File: src/rtl/dmem_ctrl.sv
// rtl/dmem_ctrl.sv - data SRAM access controller between EX and MEM stages
// One load/store in flight; formats store lanes, holds the read word, drains flushed accesses.
module dmem_ctrl #(
   parameter int ADDR_W = 32,
   parameter int DATA_W = 32
) (
   input  logic              clk,
   input  logic              rst,
   input  logic              ex_req_i,
   input  logic              ex_wr_i,
   input  logic [1:0]        ex_size_i,
   input  logic [ADDR_W-1:0] ex_addr_i,
   input  logic [DATA_W-1:0] ex_wdata_i,
   input  logic              mem_stall_i,
   input  logic              flush_i,
   output logic              data_req_o,
   output logic              data_wr_o,
   output logic [1:0]        data_size_o,
   output logic [ADDR_W-1:0] data_addr_o,
   output logic [3:0]        data_wstrb_o,
   output logic [DATA_W-1:0] data_wdata_o,
   input  logic              data_addr_ok_i,
   input  logic              data_data_ok_i,
   input  logic [DATA_W-1:0] data_rdata_i,
   output logic [DATA_W-1:0] rdata_o,
   output logic              rdata_valid_o,
   output logic [1:0]        addr_low_o,
   output logic              misalign_o,
   output logic              stall_o
);

   typedef enum logic [2:0] {IDLE, REQ, WAIT, DONE, DRAIN} state_t;

   state_t              state_q, state_d;
   logic                killed_q, killed_d;
   logic                wr_q;
   logic [1:0]          size_q;
   logic [ADDR_W-1:0]   addr_q;
   logic [DATA_W-1:0]   wdata_q, wdata_fmt;
   logic [3:0]          wstrb_q, wstrb_fmt;
   logic [DATA_W-1:0]   rdata_q;
   logic                accept;
   logic                capture;

   always_comb begin
      misalign_o = 1'b0;
      if (ex_req_i) begin
         if (ex_size_i == 2'd1)
            misalign_o = ex_addr_i[0];
         else if (ex_size_i[1])
            misalign_o = (ex_addr_i[1:0] != 2'b00);
      end
   end

   assign accept = (state_q == IDLE) && ex_req_i && !misalign_o && !flush_i;

   // Lane replication lets the SRAM pick the byte lane from the strobes alone.
   always_comb begin
      wdata_fmt = ex_wdata_i;
      wstrb_fmt = 4'b1111;
      case (ex_size_i)
         2'd0: begin
            wdata_fmt = {4{ex_wdata_i[7:0]}};
            wstrb_fmt = 4'b0001 << ex_addr_i[1:0];
         end
         2'd1: begin
            wdata_fmt = {2{ex_wdata_i[15:0]}};
            wstrb_fmt = ex_addr_i[1] ? 4'b1100 : 4'b0011;
         end
         default: begin
            wdata_fmt = ex_wdata_i;
            wstrb_fmt = 4'b1111;
         end
      endcase
      if (!ex_wr_i)
         wstrb_fmt = 4'b0000;
   end

   always_comb begin
      state_d  = state_q;
      killed_d = killed_q;
      case (state_q)
         IDLE: if (accept) state_d = REQ;
         REQ: begin
            if (flush_i)
               killed_d = 1'b1;
            // data_ok seen before addr_ok is ignored; only addr_ok moves on.
            if (data_addr_ok_i)
               state_d = (killed_q || flush_i) ? DRAIN : WAIT;
         end
         WAIT: begin
            if (flush_i)
               state_d = data_data_ok_i ? IDLE : DRAIN;
            else if (data_data_ok_i)
               state_d = DONE;
         end
         DONE:  if (flush_i || !mem_stall_i) state_d = IDLE;
         DRAIN: if (data_data_ok_i) state_d = IDLE;
         default: state_d = IDLE;
      endcase
      if (state_d == IDLE)
         killed_d = 1'b0;
   end

   assign capture = (state_q == WAIT) && data_data_ok_i && !flush_i && !wr_q;

   always_ff @(posedge clk or posedge rst) begin
      if (rst) begin
         state_q  <= IDLE;
         killed_q <= 1'b0;
         wr_q     <= 1'b0;
         size_q   <= 2'd0;
         addr_q   <= '0;
         wdata_q  <= '0;
         wstrb_q  <= 4'b0000;
         rdata_q  <= '0;
      end else begin
         state_q  <= state_d;
         killed_q <= killed_d;
         if (accept) begin
            wr_q    <= ex_wr_i;
            size_q  <= ex_size_i;
            addr_q  <= ex_addr_i;
            wdata_q <= wdata_fmt;
            wstrb_q <= wstrb_fmt;
         end
         if (capture)
            rdata_q <= data_rdata_i;
      end
   end

   always_comb begin
      data_req_o    = (state_q == REQ);
      rdata_valid_o = (state_q == DONE);
      stall_o       = accept || (state_q == REQ) || (state_q == WAIT) || (state_q == DRAIN);
   end

   assign data_wr_o    = wr_q;
   assign data_size_o  = size_q;
   assign data_addr_o  = addr_q;
   assign data_wstrb_o = wstrb_q;
   assign data_wdata_o = wdata_q;
   assign rdata_o      = rdata_q;
   assign addr_low_o   = addr_q[1:0];

endmodule

File: config.mk
export PLATFORM = sky130hd
export DESIGN_NAME = dmem_ctrl
export DESIGN_NICKNAME = d
export VERILOG_FILES = /design/src/rtl/dmem_ctrl.sv
export SDC_FILE = /design/constraint.sdc
export NUM_CORES = 1
export LEC_CHECK = 0
export BUFFER_PORTS_ARGS = -buffer_cell sky130_fd_sc_hd__buf_2
export CORE_ASPECT_RATIO = 1.4
export CORE_MARGIN = 2
export CORE_UTILIZATION = 47
export CTS_CLUSTER_SIZE = 14
export DETAILED_ROUTE_END_ITERATION = 10
export PLACE_DENSITY = 0.81
export SLEW_MARGIN = 20
export SYNTH_ARGS = -nofsm -noshare
export SYNTH_HDL_FRONTEND = slang
export SYNTH_SLANG_ARGS = --single-unit
File: constraint.sdc
create_clock -name clk -period 4.42 [get_ports clk]
set_input_delay 0.884 -clock clk [delete_from_list [all_inputs] [get_ports clk]]
set_output_delay 0.884 -clock clk [all_outputs]
set_load 0.03 [all_outputs]
# ---- After elaboration in Yosys (flattened, before gate mapping)
# Index checks and enable logic that the tools add are counted.
dict set report totals {
  word_cells 55
  input_bits 106
  reg_bits 107
  output_inout_bits 109
}
dict set report op_classes {
  reduce_logical 22
  n_eq_ne 5
  shifts 1
  n_mux 19
}
# operator n
set op_table {}
lappend op_table {{32-bit case mux with 2 select lines} 1}
lappend op_table {{3-bit 2-to-1 mux} 8}
lappend op_table {{3-bit case mux with 5 select lines} 1}
lappend op_table {{4-bit 2-to-1 mux} 2}
lappend op_table {{4-bit case mux with 2 select lines} 1}
lappend op_table {{3-bit by 2-bit == test with 1-bit output (second input constant)} 2}
lappend op_table {{1-bit logical AND} 6}
lappend op_table {{3-bit logical NOT} 2}
lappend op_table {{1-bit 2-to-1 mux} 6}
lappend op_table {{2-bit nonzero test} 3}
lappend op_table {{1-bit logical OR} 5}
lappend op_table {{1-bit logical NOT} 4}
lappend op_table {{1-bit by 2-bit left shift with 4-bit output (first input constant)} 1}
lappend op_table {{3-bit by 1-bit == test with 1-bit output (second input constant)} 1}
lappend op_table {{3-bit == test (second input constant)} 1}
lappend op_table {{2-bit by 1-bit == test with 1-bit output (second input constant)} 1}
lappend op_table {{2-bit logical NOT} 1}
lappend op_table {{2-bit AND reduction} 1}

# ---- Depth between registers and ports, before layout
dict set report depth {
  depth_word 12
  depth_mapped 7
  ltp_nobuf 4
}

# ---- Worst setup path before layout
# No wires, ideal clock.
dict set report synth_timing {
  kind {input -> output}
  from {in flush_i}
  to {out stall_o}
  path_stages 5
  arrival_ns 2.037
  path_buffers 2
  t_required_ns 3.536
  setup_slack_ns 1.499
  cell_sequence {or3_4 -> a211o_1 -> buf_6 -> clkbuf_1 -> nand2_1}
}
dict set report synth_between {
  elab_chain_cells 5
}
# item line
set synth_rtl {}
lappend synth_rtl {{from (decl)} 15} ;# input logic flush_i,
lappend synth_rtl {{1-bit logical NOT} 55} ;# assign accept = (state_q == IDLE) && ex_req_i && !misalign_o && !flush_i;
lappend synth_rtl {{1-bit logical AND} 55}
lappend synth_rtl {{1-bit logical OR (3 in a row)} 135} ;# stall_o = accept || (state_q == REQ) || (state_q == WAIT) || (state_q == DRAIN);
lappend synth_rtl {{to (decl)} 29} ;# output logic stall_o
# No other way between the ends.

# ---- Worst setup path after layout
dict set report layout_timing {
  from {in ex_size_i[1]}
  to {out stall_o}
}
dict set report layout_between {
  elab_chain_cells 9
  elab_cells_between_ends 10
  classes_between {eq/ne: 1; mux: 3; reduce/logical: 6}
}
# item line
set layout_rtl {}
lappend layout_rtl {{from (decl)} 11} ;# input logic [1:0] ex_size_i,
lappend layout_rtl {{2-bit by 1-bit == test with 1-bit output / 1-bit 2-to-1 mux (equally long branches)} {48, 50}}
lappend layout_rtl {{1-bit 2-to-1 mux *} 48} ;# if (ex_size_i == 2'd1)
lappend layout_rtl {{1-bit 2-to-1 mux *} 47} ;# if (ex_req_i) begin
lappend layout_rtl {{1-bit logical NOT *} 55}
lappend layout_rtl {{1-bit logical AND * (2 in a row)} 55}
lappend layout_rtl {{1-bit logical OR * (3 in a row)} 135}
# Every way passes the cells marked *; elsewhere a longest branch is shown, timed or not.

==> reports/qor.yml <==
status: "finished, final reports clean"
critPathArrivalTime_ns: 2.44
cts_buffers: 9
insertion_delay_ns: 0.33
post-cts-setup-buffers: 0
synth_top_family_by_area: "multiplexers"
hold_slack_ns: 0.481
pwr_density_cell_nw_per_um2: 703
synth_seq_cells: 107
fin_crit_ns: 3.32
gp_congestion: 0.772
syn_area_sq_um: 4640
finalMaxSlewViolations: 0
post_synth_and_or_nand_nor_area_fraction: 0.0553
detail-route-antenna-nets: 0
io_pins: 215
core_sq_um: 9510
setup.worst_path.class: "in -> out"
grt.overflow.total: 0
cts_buffer_depth: 2
yosys.area_share.xor_xnor: 0.00189
finalCritPeriodShare: 0.751
yosysSeqAreaShare: 0.578
ir_worst_vdd_mv: 0.384
rsz0062_at_grt: "false"
syn_nets: 450
setup.worst_path.end_class: "primary output"
synth_edf_count: 0
start_util: 0.487
slew_headroom: 0.354
worstHoldPathCells: 2
chipWidth_um: 87.9
drtIter0Drc: 134
dieArea_sq_um: 10700
cts_hold_buffers: 0
viasPerCell: 4.98
power_mw: 4.27
portBuffers: 214
placed_area_sq_um: 5770
drtPass1Iterations: 4
ys_warn_count: 0
fin_tns_setup_ns: 0
grt_first_pass_wirelength_mm: 16.6
ctsRootBufferMaster: "clkbuf_16"
cts-resized-gates: 0
async_reset_ff_frac: 1.00
die_h_um: 122
worst_setup_path_start_kind: "primary input"
synthTopCellsByArea: "dfrtp_1, mux2_4, mux2_2"
placedCellCount: 671
nFillCells: 746
track_usage: 0.201
final_area_sq_um: 6080
met3_usage: 0.0537
hp-class: "reg -> reg"
syn_avg_cell_area_sq_um: 13.5
worst_ep_required_time_ns: 3.54
drive_gt1_frac: 0.560
cap_viol_max_count: 0
dp_slack_ns: 1.08
final_hold_viol_count: 0
setup_viol: 0
reg2regPathDepth: 4
use_met1: 0.241
skew_ns: 0.00759
placementRows: 42
synth_cell_types: 34
layout_common_cells: "buf_2, dfrtp_1, mux2_4"
cts_tree: "yes"
grt_antenna_before_repair: 0
grt_busiest_layer: "met2"
drcViolationCount: 0
synthAdderAreaFrac: 0
post-route-util: 0.639
synth_top_area_frac: 0.578
met2_usage: 0.339
worst_pin_slew_ns: 0.969
ys_dominant_reg_cell: "dfrtp_1"
cp_max_fo: 51
diodes: 0
synth_top_area_cell: "dfrtp_1"
nets: 656
h-tree-depth: 3
hpwl_mm: 8.08
p_leak_nw: 3.37
cts.clk_slew.worst_paths_ns: 0.07
layout.cells.non_filler: 687
synth_compound_area_frac: 0.0672
layout_commonest_cell: "buf_2"
dr_total_vias: 3424
wl_mm: 10.7
fin_ws_ns: 1.10
grt_max_degree: 81
wl_per_cell_um: 15.6
areaGrowthSynthToFinish_pct: 31.2
grt_pass1_vias: 3436
netlist_instances: 344
fmax_ghz: 0.301
cts.sinks: 107
synthMuxAreaShare: 0.265
[kinds of logic after synthesis]
group                     after synthesis
DFF                                   107
muxes                                  98
and+or+nand+nor                        57
AOI/OAI and AO/OA                      56
buffers and inverters                  25
xor gates and xnor gates                1
[registers in the layout (all words and copies together), names as in the netlist]
name	count
data_wdata_o	32
data_addr_o	32
data_wstrb_o	4
data_size_o	2
rdata_o	32
state_q	3
killed_q	1
data_wr_o	1
[critical path: stages]
cell and delay, ns:
buf_2 0.48, a21o_1 0.20, a211o_4 0.55, nand2_1 0.11, buf_2 0.21
[power by group]
part           leakage (nW)  internal [mW]  switching (mW)  total [mW]
logic                  1.87          0.671            1.20        1.87
registers              1.34           1.37           0.220        1.59
clock network         0.152          0.472           0.345       0.817
total                  3.37           2.51            1.77        4.27
[synth_stat cells, types with 3 or more instances]
master	number
buf_4	5
buf_6	5
a21o_1	3
nand2_1	31
mux2_4	41
inv_1	3
mux2_2	32
o21ai_1	10
buf_2	3
mux2i_1	24
o21ai_0	27
dfrtp_1	107
nor2_1	13
clkbuf_1	8
a21oi_1	10
[cell type report]
cell class              count  area (sq um)  share of cell area
flip-flops and latches    107          2680               0.440
multi-input cells         212          1820               0.299
repair buffers            217          1090               0.180
clock buffers              11           253              0.0416
well taps                 132           165              0.0272
clock inverters             5          60.1             0.00987
inverters                   3          13.8             0.00226
[worst paths after layout]
| check | startpoint | endpoint | slack [ns] |
|---|---|---|---|
| max | ex_size_i[1] | stall_o | 1.10 |
| min | data_wstrb_o[0] | data_wstrb_o[0] | 0.48 |
| max reg2reg | state_q[1] | data_addr_o[30] | 1.97 |
| min reg2reg | data_wstrb_o[0] | data_wstrb_o[0] | 0.48 |
| max in group asynchronous | rst | data_addr_o[27] | 2.71 |
| min in group asynchronous | rst | rdata_o[1] | 0.75 |
[metal layers]
metal | wire [um] | up-vias | share of wire
met2 | 5570 | 150 | 0.52
met3 | 722 | 19 | 0.067
met5 | 0 | - | 0
met4 | 243 | 0 | 0.023
met1 | 4210 | 1645 | 0.39
li1 | - | 1610 | -
(Power assumes the default switching activity.)
